`src/rtl/ptw_dmem_arb_pkg.sv`:
```
// Shared definitions for the dmem arbiter between the core load/store path and the PTW.
// The memory command and size encodings are also used by the page-table walker.
package ptw_dmem_arb_pkg;

   localparam int unsigned CMD_W = 5;
   localparam int unsigned TYP_W = 4;

   // Memory commands
   localparam logic [CMD_W-1:0] M_XRD   = 5'b00000;
   localparam logic [CMD_W-1:0] M_XWR   = 5'b00001;
   localparam logic [CMD_W-1:0] M_XA_OR = 5'b01010;

   // Access sizes
   localparam logic [TYP_W-1:0] MT_D = 4'b0011;

   typedef enum logic [1:0] {
      IDLE,
      BUSY_CORE,
      BUSY_PTW
   } dmem_arb_state_t;

   typedef enum logic {
      OWN_CORE,
      OWN_PTW
   } dmem_arb_owner_t;

endpackage

```
`src/rtl/ptw_dmem_arb_if.sv`:
```
// Bundle of the core, PTW and dmem request/response signals around the arbiter.
// slave: the arbiter's view. master: the surrounding core/PTW/dmem environment.
interface ptw_dmem_arb_if
   import ptw_dmem_arb_pkg::*;
#(
   parameter int unsigned ADDR_W = 40,
   parameter int unsigned DATA_W = 64
) ();

   // Core side
   logic              core_req_valid_i;
   logic              core_req_ready_o;
   logic [ADDR_W-1:0] core_req_addr_i;
   logic [CMD_W-1:0]  core_req_cmd_i;
   logic [TYP_W-1:0]  core_req_typ_i;
   logic [DATA_W-1:0] core_req_data_i;
   logic              core_resp_valid_o;
   logic              core_resp_nack_o;
   logic [DATA_W-1:0] core_resp_data_o;

   // PTW side
   logic              ptw_req_valid_i;
   logic              ptw_req_ready_o;
   logic [ADDR_W-1:0] ptw_req_addr_i;
   logic [CMD_W-1:0]  ptw_req_cmd_i;
   logic [TYP_W-1:0]  ptw_req_typ_i;
   logic [DATA_W-1:0] ptw_req_data_i;
   logic              ptw_resp_valid_o;
   logic              ptw_resp_nack_o;
   logic [DATA_W-1:0] ptw_resp_data_o;

   // Shared dmem port
   logic              dmem_req_valid_o;
   logic              dmem_ready_i;
   logic [ADDR_W-1:0] dmem_req_addr_o;
   logic [CMD_W-1:0]  dmem_req_cmd_o;
   logic [TYP_W-1:0]  dmem_req_typ_o;
   logic [DATA_W-1:0] dmem_req_data_o;
   logic              dmem_req_phys_o;
   logic              dmem_req_kill_o;
   logic              dmem_resp_valid_i;
   logic              dmem_resp_nack_i;
   logic [DATA_W-1:0] dmem_resp_data_i;

   // Performance events
   logic              pmu_ptw_stall_o;
   logic              pmu_timeout_o;

   modport slave (
      input  core_req_valid_i, core_req_addr_i, core_req_cmd_i, core_req_typ_i, core_req_data_i,
      output core_req_ready_o, core_resp_valid_o, core_resp_nack_o, core_resp_data_o,
      input  ptw_req_valid_i, ptw_req_addr_i, ptw_req_cmd_i, ptw_req_typ_i, ptw_req_data_i,
      output ptw_req_ready_o, ptw_resp_valid_o, ptw_resp_nack_o, ptw_resp_data_o,
      output dmem_req_valid_o, dmem_req_addr_o, dmem_req_cmd_o, dmem_req_typ_o,
      output dmem_req_data_o, dmem_req_phys_o, dmem_req_kill_o,
      input  dmem_ready_i, dmem_resp_valid_i, dmem_resp_nack_i, dmem_resp_data_i,
      output pmu_ptw_stall_o, pmu_timeout_o
   );

   modport master (
      output core_req_valid_i, core_req_addr_i, core_req_cmd_i, core_req_typ_i, core_req_data_i,
      input  core_req_ready_o, core_resp_valid_o, core_resp_nack_o, core_resp_data_o,
      output ptw_req_valid_i, ptw_req_addr_i, ptw_req_cmd_i, ptw_req_typ_i, ptw_req_data_i,
      input  ptw_req_ready_o, ptw_resp_valid_o, ptw_resp_nack_o, ptw_resp_data_o,
      input  dmem_req_valid_o, dmem_req_addr_o, dmem_req_cmd_o, dmem_req_typ_o,
      input  dmem_req_data_o, dmem_req_phys_o, dmem_req_kill_o,
      output dmem_ready_i, dmem_resp_valid_i, dmem_resp_nack_i, dmem_resp_data_i,
      input  pmu_ptw_stall_o, pmu_timeout_o
   );

endinterface

```
`src/rtl/ptw_dmem_arb.sv`:
```
// Arbiter sharing the single dmem port between the core load/store path and the PTW.
// One transaction in flight; core wins by default, an aging counter lets a waiting PTW in
// after STARVE_MAX core grants. Responses go to the owner recorded at acceptance, and a
// watchdog turns a lost response into a nack. STARVE_MAX must be at least 1.
module ptw_dmem_arb
   import ptw_dmem_arb_pkg::*;
#(
   parameter int unsigned ADDR_W     = 40,
   parameter int unsigned DATA_W     = 64,
   parameter int unsigned STARVE_MAX = 4,
   parameter int unsigned TIMEOUT    = 255
) (
   input logic            clk_i,
   input logic            rstn_i,
   ptw_dmem_arb_if.slave  bus
);

   localparam int unsigned STARVE_W = $clog2(STARVE_MAX + 1);
   localparam int unsigned WDOG_W   = $clog2(TIMEOUT + 1);

   localparam logic [STARVE_W-1:0] STARVE_LIM = STARVE_W'(STARVE_MAX);
   localparam logic [WDOG_W-1:0]   WDOG_LIM   = WDOG_W'(TIMEOUT);

   dmem_arb_state_t     state_q;
   dmem_arb_owner_t     owner_q;
   logic [STARVE_W-1:0] starve_q;
   logic [WDOG_W-1:0]   wdog_q;

   logic              in_idle;
   logic              in_busy;
   logic              sel_ptw;
   logic              grant_valid;
   logic              accept;
   logic              core_ready;
   logic              ptw_ready;
   logic [ADDR_W-1:0] req_addr;
   logic [CMD_W-1:0]  req_cmd;
   logic [TYP_W-1:0]  req_typ;
   logic [DATA_W-1:0] req_data;

   logic              resp_evt;
   logic              timeout;
   logic              deliver;
   logic              nack;
   logic              end_txn;
   logic [DATA_W-1:0] resp_data;

   // Grant selection and payload mux; only meaningful while idle, re-evaluated every cycle.
   always_comb begin
      in_idle     = (state_q == IDLE);
      in_busy     = !in_idle;
      sel_ptw     = bus.ptw_req_valid_i && (!bus.core_req_valid_i || starve_q == STARVE_LIM);
      grant_valid = in_idle && (bus.core_req_valid_i || bus.ptw_req_valid_i);
      accept      = grant_valid && bus.dmem_ready_i;
      core_ready  = in_idle && bus.core_req_valid_i && !sel_ptw && bus.dmem_ready_i;
      ptw_ready   = in_idle && sel_ptw && bus.dmem_ready_i;
      req_addr    = '0;
      req_cmd     = '0;
      req_typ     = '0;
      req_data    = '0;
      if (grant_valid) begin
         if (sel_ptw) begin
            req_addr = bus.ptw_req_addr_i;
            req_cmd  = bus.ptw_req_cmd_i;
            req_typ  = bus.ptw_req_typ_i;
            req_data = bus.ptw_req_data_i;
         end else begin
            req_addr = bus.core_req_addr_i;
            req_cmd  = bus.core_req_cmd_i;
            req_typ  = bus.core_req_typ_i;
            req_data = bus.core_req_data_i;
         end
      end
   end

   // Response decode; dmem responses seen while idle are ignored entirely.
   always_comb begin
      resp_evt  = in_busy && (bus.dmem_resp_valid_i || bus.dmem_resp_nack_i);
      timeout   = in_busy && !resp_evt && (wdog_q == WDOG_LIM);
      // nack takes precedence over data when both arrive together
      deliver   = in_busy && bus.dmem_resp_valid_i && !bus.dmem_resp_nack_i;
      nack      = (in_busy && bus.dmem_resp_nack_i) || timeout;
      end_txn   = resp_evt || timeout;
      resp_data = deliver ? bus.dmem_resp_data_i : '0;
   end

   // Transaction FSM: record owner at acceptance, return to idle on any response or timeout.
   always_ff @(posedge clk_i) begin
      if (!rstn_i) begin
         state_q <= IDLE;
         owner_q <= OWN_CORE;
      end else begin
         case (state_q)
            IDLE: begin
               if (accept) begin
                  state_q <= sel_ptw ? BUSY_PTW : BUSY_CORE;
                  owner_q <= sel_ptw ? OWN_PTW : OWN_CORE;
               end
            end
            BUSY_CORE, BUSY_PTW: begin
               if (end_txn) begin
                  state_q <= IDLE;
               end
            end
            default: state_q <= IDLE;
         endcase
      end
   end

   // Watchdog: counts cycles spent waiting for the in-flight response.
   always_ff @(posedge clk_i) begin
      if (!rstn_i) begin
         wdog_q <= '0;
      end else if (accept) begin
         wdog_q <= '0;
      end else if (in_busy) begin
         wdog_q <= wdog_q + 1'b1;
      end
   end

   // Aging counter: core grants taken while the PTW is waiting, saturating at the limit.
   always_ff @(posedge clk_i) begin
      if (!rstn_i) begin
         starve_q <= '0;
      end else if (!bus.ptw_req_valid_i) begin
         starve_q <= '0;
      end else if (accept && sel_ptw) begin
         starve_q <= '0;
      end else if (accept && starve_q != STARVE_LIM) begin
         starve_q <= starve_q + 1'b1;
      end
   end

   assign bus.core_req_ready_o  = core_ready;
   assign bus.ptw_req_ready_o   = ptw_ready;

   assign bus.dmem_req_valid_o  = grant_valid;
   assign bus.dmem_req_addr_o   = req_addr;
   assign bus.dmem_req_cmd_o    = req_cmd;
   assign bus.dmem_req_typ_o    = req_typ;
   assign bus.dmem_req_data_o   = req_data;
   assign bus.dmem_req_phys_o   = 1'b1;
   assign bus.dmem_req_kill_o   = 1'b0;

   assign bus.core_resp_valid_o = deliver && (owner_q == OWN_CORE);
   assign bus.core_resp_nack_o  = nack && (owner_q == OWN_CORE);
   assign bus.core_resp_data_o  = (owner_q == OWN_CORE) ? resp_data : '0;
   assign bus.ptw_resp_valid_o  = deliver && (owner_q == OWN_PTW);
   assign bus.ptw_resp_nack_o   = nack && (owner_q == OWN_PTW);
   assign bus.ptw_resp_data_o   = (owner_q == OWN_PTW) ? resp_data : '0;

   assign bus.pmu_ptw_stall_o   = bus.ptw_req_valid_i && !ptw_ready;
   assign bus.pmu_timeout_o     = timeout;

endmodule

```
`src/flat_wrapper.sv`:
```
// flat-port wrapper written by rule: the top's interface ports become plain ports
module ptw_dmem_arb_flat import ptw_dmem_arb_pkg::*;
#(
   parameter int unsigned ADDR_W     = 40,
   parameter int unsigned DATA_W     = 64,
   parameter int unsigned STARVE_MAX = 4,
   parameter int unsigned TIMEOUT    = 255
)
  (clk_i, rstn_i, bus_core_req_valid_i, bus_core_req_addr_i, bus_core_req_cmd_i, bus_core_req_typ_i, bus_core_req_data_i, bus_core_req_ready_o, bus_core_resp_valid_o, bus_core_resp_nack_o, bus_core_resp_data_o, bus_ptw_req_valid_i, bus_ptw_req_addr_i, bus_ptw_req_cmd_i, bus_ptw_req_typ_i, bus_ptw_req_data_i, bus_ptw_req_ready_o, bus_ptw_resp_valid_o, bus_ptw_resp_nack_o, bus_ptw_resp_data_o, bus_dmem_req_valid_o, bus_dmem_req_addr_o, bus_dmem_req_cmd_o, bus_dmem_req_typ_o, bus_dmem_req_data_o, bus_dmem_req_phys_o, bus_dmem_req_kill_o, bus_dmem_ready_i, bus_dmem_resp_valid_i, bus_dmem_resp_nack_i, bus_dmem_resp_data_i, bus_pmu_ptw_stall_o, bus_pmu_timeout_o);
  ptw_dmem_arb_if #(.ADDR_W(ADDR_W), .DATA_W(DATA_W)) bus_i ();
  input logic clk_i;
  input logic rstn_i;
  input wire logic [$bits(bus_i.core_req_valid_i)-1:0] bus_core_req_valid_i;
  input wire logic [$bits(bus_i.core_req_addr_i)-1:0] bus_core_req_addr_i;
  input wire logic [$bits(bus_i.core_req_cmd_i)-1:0] bus_core_req_cmd_i;
  input wire logic [$bits(bus_i.core_req_typ_i)-1:0] bus_core_req_typ_i;
  input wire logic [$bits(bus_i.core_req_data_i)-1:0] bus_core_req_data_i;
  output wire logic [$bits(bus_i.core_req_ready_o)-1:0] bus_core_req_ready_o;
  output wire logic [$bits(bus_i.core_resp_valid_o)-1:0] bus_core_resp_valid_o;
  output wire logic [$bits(bus_i.core_resp_nack_o)-1:0] bus_core_resp_nack_o;
  output wire logic [$bits(bus_i.core_resp_data_o)-1:0] bus_core_resp_data_o;
  input wire logic [$bits(bus_i.ptw_req_valid_i)-1:0] bus_ptw_req_valid_i;
  input wire logic [$bits(bus_i.ptw_req_addr_i)-1:0] bus_ptw_req_addr_i;
  input wire logic [$bits(bus_i.ptw_req_cmd_i)-1:0] bus_ptw_req_cmd_i;
  input wire logic [$bits(bus_i.ptw_req_typ_i)-1:0] bus_ptw_req_typ_i;
  input wire logic [$bits(bus_i.ptw_req_data_i)-1:0] bus_ptw_req_data_i;
  output wire logic [$bits(bus_i.ptw_req_ready_o)-1:0] bus_ptw_req_ready_o;
  output wire logic [$bits(bus_i.ptw_resp_valid_o)-1:0] bus_ptw_resp_valid_o;
  output wire logic [$bits(bus_i.ptw_resp_nack_o)-1:0] bus_ptw_resp_nack_o;
  output wire logic [$bits(bus_i.ptw_resp_data_o)-1:0] bus_ptw_resp_data_o;
  output wire logic [$bits(bus_i.dmem_req_valid_o)-1:0] bus_dmem_req_valid_o;
  output wire logic [$bits(bus_i.dmem_req_addr_o)-1:0] bus_dmem_req_addr_o;
  output wire logic [$bits(bus_i.dmem_req_cmd_o)-1:0] bus_dmem_req_cmd_o;
  output wire logic [$bits(bus_i.dmem_req_typ_o)-1:0] bus_dmem_req_typ_o;
  output wire logic [$bits(bus_i.dmem_req_data_o)-1:0] bus_dmem_req_data_o;
  output wire logic [$bits(bus_i.dmem_req_phys_o)-1:0] bus_dmem_req_phys_o;
  output wire logic [$bits(bus_i.dmem_req_kill_o)-1:0] bus_dmem_req_kill_o;
  input wire logic [$bits(bus_i.dmem_ready_i)-1:0] bus_dmem_ready_i;
  input wire logic [$bits(bus_i.dmem_resp_valid_i)-1:0] bus_dmem_resp_valid_i;
  input wire logic [$bits(bus_i.dmem_resp_nack_i)-1:0] bus_dmem_resp_nack_i;
  input wire logic [$bits(bus_i.dmem_resp_data_i)-1:0] bus_dmem_resp_data_i;
  output wire logic [$bits(bus_i.pmu_ptw_stall_o)-1:0] bus_pmu_ptw_stall_o;
  output wire logic [$bits(bus_i.pmu_timeout_o)-1:0] bus_pmu_timeout_o;
  assign bus_i.core_req_valid_i = bus_core_req_valid_i;
  assign bus_i.core_req_addr_i = bus_core_req_addr_i;
  assign bus_i.core_req_cmd_i = bus_core_req_cmd_i;
  assign bus_i.core_req_typ_i = bus_core_req_typ_i;
  assign bus_i.core_req_data_i = bus_core_req_data_i;
  assign bus_core_req_ready_o = bus_i.core_req_ready_o;
  assign bus_core_resp_valid_o = bus_i.core_resp_valid_o;
  assign bus_core_resp_nack_o = bus_i.core_resp_nack_o;
  assign bus_core_resp_data_o = bus_i.core_resp_data_o;
  assign bus_i.ptw_req_valid_i = bus_ptw_req_valid_i;
  assign bus_i.ptw_req_addr_i = bus_ptw_req_addr_i;
  assign bus_i.ptw_req_cmd_i = bus_ptw_req_cmd_i;
  assign bus_i.ptw_req_typ_i = bus_ptw_req_typ_i;
  assign bus_i.ptw_req_data_i = bus_ptw_req_data_i;
  assign bus_ptw_req_ready_o = bus_i.ptw_req_ready_o;
  assign bus_ptw_resp_valid_o = bus_i.ptw_resp_valid_o;
  assign bus_ptw_resp_nack_o = bus_i.ptw_resp_nack_o;
  assign bus_ptw_resp_data_o = bus_i.ptw_resp_data_o;
  assign bus_dmem_req_valid_o = bus_i.dmem_req_valid_o;
  assign bus_dmem_req_addr_o = bus_i.dmem_req_addr_o;
  assign bus_dmem_req_cmd_o = bus_i.dmem_req_cmd_o;
  assign bus_dmem_req_typ_o = bus_i.dmem_req_typ_o;
  assign bus_dmem_req_data_o = bus_i.dmem_req_data_o;
  assign bus_dmem_req_phys_o = bus_i.dmem_req_phys_o;
  assign bus_dmem_req_kill_o = bus_i.dmem_req_kill_o;
  assign bus_i.dmem_ready_i = bus_dmem_ready_i;
  assign bus_i.dmem_resp_valid_i = bus_dmem_resp_valid_i;
  assign bus_i.dmem_resp_nack_i = bus_dmem_resp_nack_i;
  assign bus_i.dmem_resp_data_i = bus_dmem_resp_data_i;
  assign bus_pmu_ptw_stall_o = bus_i.pmu_ptw_stall_o;
  assign bus_pmu_timeout_o = bus_i.pmu_timeout_o;
  ptw_dmem_arb #(.ADDR_W(ADDR_W), .DATA_W(DATA_W), .STARVE_MAX(STARVE_MAX), .TIMEOUT(TIMEOUT)) u_core (.clk_i(clk_i), .rstn_i(rstn_i), .bus(bus_i));
endmodule
```
`config.mk`:
```
export PLATFORM = sky130hd
export DESIGN_NAME = ptw_dmem_arb_flat
export DESIGN_NICKNAME = d
export VERILOG_FILES = /design/src/rtl/ptw_dmem_arb_pkg.sv /design/src/rtl/ptw_dmem_arb_if.sv /design/src/rtl/ptw_dmem_arb.sv /design/src/flat_wrapper.sv
export SDC_FILE = /design/constraint.sdc
export NUM_CORES = 1
export LEC_CHECK = 0
export CAP_MARGIN = 40
export CORE_AREA = 8 8 208 210
export DETAILED_ROUTE_END_ITERATION = 10
export DIE_AREA = 0 0 216 218
export SYNTH_ARGS = -nofsm -noshare
export SYNTH_HDL_FRONTEND = slang
export SYNTH_SLANG_ARGS = --single-unit
```
`constraint.sdc`:
```
create_clock -name clk_i -period 4.9 [get_ports clk_i]
set_input_delay 0.735 -clock clk_i [delete_from_list [all_inputs] [get_ports clk_i]]
set_output_delay 0.735 -clock clk_i [all_outputs]
set_load 0.01 [all_outputs]
```
# Yosys cells after proc, flatten, opt, wreduce, memory -nomap -nowiden
# Cells that the tools add are included.
word_totals:
  reg_bits: 14
  output_inout_bits: 252
  wordCells: 70
op_classes:
  addsub: 2
  n_eq_ne: 7
  mux: 16
  bitwise: 3
  reduce_logical: 38
ops:
  columns: ["cell", "n"]
  rows:
  - ["2-to-1 mux 64 bit", 5]
  - ["2-to-1 mux 40 bit", 2]
  - ["logical AND 1 bit", 21]
  - ["2-to-1 mux 5 bit", 2]
  - ["adder 8 x 1 -> 8 bit (second input constant)", 1]
  - ["== test 8 bit (second input constant)", 1]
  - ["2-to-1 mux 4 bit", 2]
  - ["logical NOT 1 bit", 6]
  - ["2-to-1 mux 2 bit", 3]
  - ["logical OR 1 bit", 5]
  - ["one-hot mux 2 bit (2 select lines)", 1]
  - ["AND reduction 2 bit", 2]
  - ["OR reduction 2 bit", 2]
  - ["adder 3 x 1 -> 3 bit (second input constant)", 1]
  - ["== test 3 bit (second input constant)", 1]
  - ["inequality test 3 bit (second input constant)", 1]
  - ["inverter 1 bit", 3]
  - ["OR reduction 3 bit", 1]
  - ["== test 2 x 1 -> 1 bit (second input constant)", 1]
  - ["== test 2 bit (second input constant)", 1]
  - ["logical NOT 2 bit", 1]
  - ["inequality test 2 x 1 -> 1 bit (second input constant)", 1]
  - ["inequality test 2 bit (second input constant)", 1]
  - ["2-to-1 mux 1 bit", 1]

# Logic depth before layout (Yosys ltp)
logic_depth:
  depth_word: 9
  depth_mapped: 9
  ltp_nobuf: 6

# Least setup slack after synthesis
# Ideal clock, no wire load.
synth_path:
  path_type: "input-to-output"
  start: "input bus_core_req_valid_i"
  end: "output bus_dmem_req_data_o[10]"
  arrival_ns: 1.746
  path_slack_ns: 2.419
  cell_stages: 7
  path_cell_list: "a21boi_2 nor2b_1 buf_2 buf_2 buf_2 nand2_1 a21oi_1"
synth_between:
  elab_chain_cells: 5
synth_lines:
  columns: ["item", "line", "rtl"]
  rows:
  - ["start, declared", "flat_wrapper.sv:13", "input wire logic [$bits(bus_i.core_req_valid_i)-1:0] bus_core_req_valid_i;"]
  - ["logical NOT 1 bit", "ptw_dmem_arb.sv:52", "sel_ptw = bus.ptw_req_valid_i && (!bus.core_req_valid_i || starve_q == STARVE_LIM);"]
  - ["logical OR 1 bit", "ptw_dmem_arb.sv:52", null]
  - ["logical AND 1 bit", "ptw_dmem_arb.sv:52", null]
  - ["2-to-1 mux 64 bit", "ptw_dmem_arb.sv:62", "if (sel_ptw) begin"]
  - ["2-to-1 mux 64 bit (*)", "ptw_dmem_arb.sv:61", "if (grant_valid) begin"]
  - ["end, declared", "flat_wrapper.sv:35", "output wire logic [$bits(bus_i.dmem_req_data_o)-1:0] bus_dmem_req_data_o;"]
# Mark *: on every way between the ends. The rest lies on a longest branch, timed or not.

# Worst setup path in the final report
layout_path:
  start: "input bus_core_req_valid_i"
  end: "output bus_dmem_req_data_o[27]"
# Same word-level chain as after synthesis.

==> impl_metrics.tcl <==
set metrics [dict create \
    cp-start-kind "input pin" \
    drv_slew 0 \
    syn-num-nets 916 \
    track_usage 0.124 \
    fin_worst_skew_ns 0.00156 \
    dr.pass1.iters 4 \
    synth-seq-cells 14 \
    maxCapViolations 0 \
    fmax_ghz 0.241 \
    area_growth_pct 188 \
    cp.arrival_ns 3.42 \
    crit_path_end_kind "output port" \
    coreArea_um2 40200 \
    ys_seq_area_frac 0.0861 \
    ctsHtreeMaxLevel 1 \
    setup_viol 0 \
    clk_pin_slew_worst_paths_ns 0.05 \
    syn_area_um2 3260 \
    clock-sinks 14 \
    dp_hpwl_um 28400 \
    die-area_um2 47100 \
    fillers 4458 \
    intPower_mw 1.02 \
    cts_setup_buffers 0 \
    clk_latency_ns 0.24 \
    synthFlopType "dfxtp_1" \
    io_pins 549 \
    fin_ws_ns 0.748 \
    gr-total-overflow 0 \
    endpoint "bus_dmem_req_data_o[27]" \
    cts_resized 0 \
    rsz0062_at_grt "no" \
    setup_tns_ns 0 \
    reg2reg_slack_ns 2.69 \
    cts_made_buffers 3 \
    ant_nets 0 \
    final_nets 1429 \
    p_leak_nw 3.53 \
    cts_hold_buf 0 \
    pwr-share-seq 0.076 \
    ys_warn_count 0 \
    grt_pass1_wl_um 44200 \
    p_switching_mw 0.696 \
    period_needed_ns 4.15 \
    initial_utilization 0.0810 \
    die_w_um 216 \
    reg2reg_to "u_core.state_q[0]" \
    syn_area_per_cell_um2 5.29 \
    antenna_found_initial 4 \
    reg2reg_from "u_core.starve_q[0]" \
    drc 0 \
    cp.required_ns 4.16 \
    synth_cells 615 \
    ctsRootBufferMaster "clkbuf_16" \
    min_path_type "reg -> reg" \
    hold_viol 0 \
    via_per_inst 3.73 \
    synth_cell_type_count 36 \
    crit_type "in -> out" \
    swShare 0.406 \
    first_iter_violations 344 \
    outcome "complete, no violations" \
    seq_area_um2 280 \
    grt_pass1_vias 6597 \
    power_density_nw_per_um2 183 \
    fp.dieH_um 218 \
    vias 6201 \
    drive_above_1_share 0.0240 \
    pwr-share-clk 0.099 \
    post-route-period-util 0.847 \
    async_flop_share 0 \
    cts_tree "yes" \
    routed_wl_um 32200 \
    p_comb_frac 0.825 \
    dp_slack_ns 0.709 \
    multi_input_area_um2 2730 \
    worstMarginPinSlew_ns 0.809 \
    design_power_total_mw 1.71 \
    synth-edff-count 0 \
    clock_path_buffers 2 \
    rows 74 \
    routedWlPerCell_um 19.4 \
    portBuffers 546 \
    crit_path_max_fanout 31 \
    ir_drop_v 0.000166 \
    max_slew_margin 0.460 \
    place_congestion 0.863 \
    grt_start_max_net_pins 115 \
    reg2regPathDepth 7 \
    worstSetupStartpoint "bus_core_req_valid_i" \
]
-- how the worst min path moves through the flow --
| stage | slack (ns) | cells past startpoint | start | end |
|---|---|---|---|---|
| final | 0.46 | 2 | u_core.state_q[1] | u_core.state_q[1] |
| after global routing | 0.48 | 2 | u_core.state_q[0] | u_core.state_q[0] |
| after CTS | 0.46 | 2 | u_core.state_q[1] | u_core.state_q[1] |
| after detailed placement | 0.45 | 2 | u_core.state_q[1] | u_core.state_q[1] |
| after global placement | 0.45 | 2 | u_core.state_q[0] | u_core.state_q[0] |
| after floorplan | 0.44 | 2 | u_core.state_q[0] | u_core.state_q[0] |
-- routing by layer --
layer | up-vias | wire length (um) | track usage
li1 | 2976 | - | -
met1 | 2813 | 12100 | 0.133
met2 | 384 | 16200 | 0.227
met3 | 22 | 3450 | 0.0502
met4 | 6 | 416 | 0.0212
met5 | - | 30 | 0
-- worst max-delay path, cell delays in order --
cell             delay, ns
clkdlybuf4s50_1       0.61
a21boi_2              0.30
nand2b_4              0.47
buf_4                 0.33
buf_4                 0.18
nand2_1               0.06
a21oi_1               0.15
clkdlybuf4s50_1       0.57
-- cell usage after synthesis, types with 2 or more instances --
cell / number / area [um2]
mux2i_1: 3 / 30.0
buf_2: 16 / 80.1
conb_1: 2 / 7.51
clkbuf_1: 28 / 105
nor2_1: 12 / 45.0
nor2b_1: 3 / 18.8
nor3_1: 2 / 10.0
dfxtp_1: 14 / 280
ha_1: 4 / 50.1
inv_1: 5 / 18.8
o21a_1: 2 / 15.0
o211ai_1: 2 / 15.0
xnor2_1: 3 / 26.3
o21ai_0: 2 / 10.0
nand2b_1: 2 / 12.5
nand4_1: 2 / 12.5
buf_4: 9 / 67.6
nand2_1: 237 / 890
xor2_1: 5 / 43.8
nand3_1: 4 / 20.0
a21oi_1: 115 / 576
and2_1: 129 / 807
-- placed cells by master, fill, tap and decap left out, types with 3 or more instances in the layout --
master	instances
nand2_1	237
nand3_1	4
dfxtp_1	14
nor2_1	12
ha_1	4
inv_1	5
mux2i_1	3
a21oi_1	115
clkdlybuf4s50_1	546
buf_4	16
and2_1	129
xnor2_1	3
clkbuf_16	3
xor2_1	5
-- layout make-up --
class / instances / area share
flip-flops and latches: 14 / 0.0298
diodes: 2 / 0.000533
clock buffers: 4 / 0.00946
inverters: 5 / 0.00200
repair buffers: 563 / 0.597
multi-input cells: 541 / 0.290
well taps: 532 / 0.0709
-- power groups by stage --
| stage | logic [mW] | clock network [mW] | registers (mW) |
|---|---|---|---|
| floorplan | 0.516 | 0 | 0.131 |
| global placement | 1.43 | 0 | 0.132 |
| detailed placement | 1.43 | 0 | 0.133 |
| CTS | 1.43 | 0.174 | 0.130 |
| global route | 1.52 | 0.180 | 0.131 |
| finish | 1.41 | 0.170 | 0.130 |
-- metrics by stage --
| stage | cell area [um2] | cells | hold WS (ns) | util |
|---|---|---|---|---|
| 3_3_place_gp | 9300 | 1655 | 0.446 | 0.231 |
| 3_5_place_dp | 9300 | 1655 | 0.453 | 0.231 |
| 5_1_grt | 9390 | 1660 | 0.484 | 0.234 |
| 4_1_cts | 9390 | 1659 | 0.460 | 0.234 |
| 2_1_floorplan | 3260 | 615 | 0.438 | - |
| 6_report | 9390 | 1661 | 0.460 | 0.234 |
-- cells by family (layout without fill, tap and decap cells) --
| logic type | Yosys count | count (layout) | synth area share |
|---|---|---|---|
| compound gates | 126 | 126 | 0.203 |
| xor+xnor | 8 | 8 | 0.0215 |
| fa+ha+maj | 4 | 4 | 0.0154 |
| buf+inv | 60 | 572 | 0.0861 |
| flops | 14 | 14 | 0.0861 |
| mux | 3 | 3 | 0.00922 |
| other cells | 2 | 4 | 0.00231 |
| simple gates | 398 | 398 | 0.576 |
-- sequential cells by signal, summed over array words and instances, names as in the netlist --
| name | count |
|---|---|
| u_core.owner_q | 1 |
| u_core.state_q | 2 |
| u_core.wdog_q | 8 |
| u_core.starve_q | 3 |
Power figures use the tool's default switching activity.
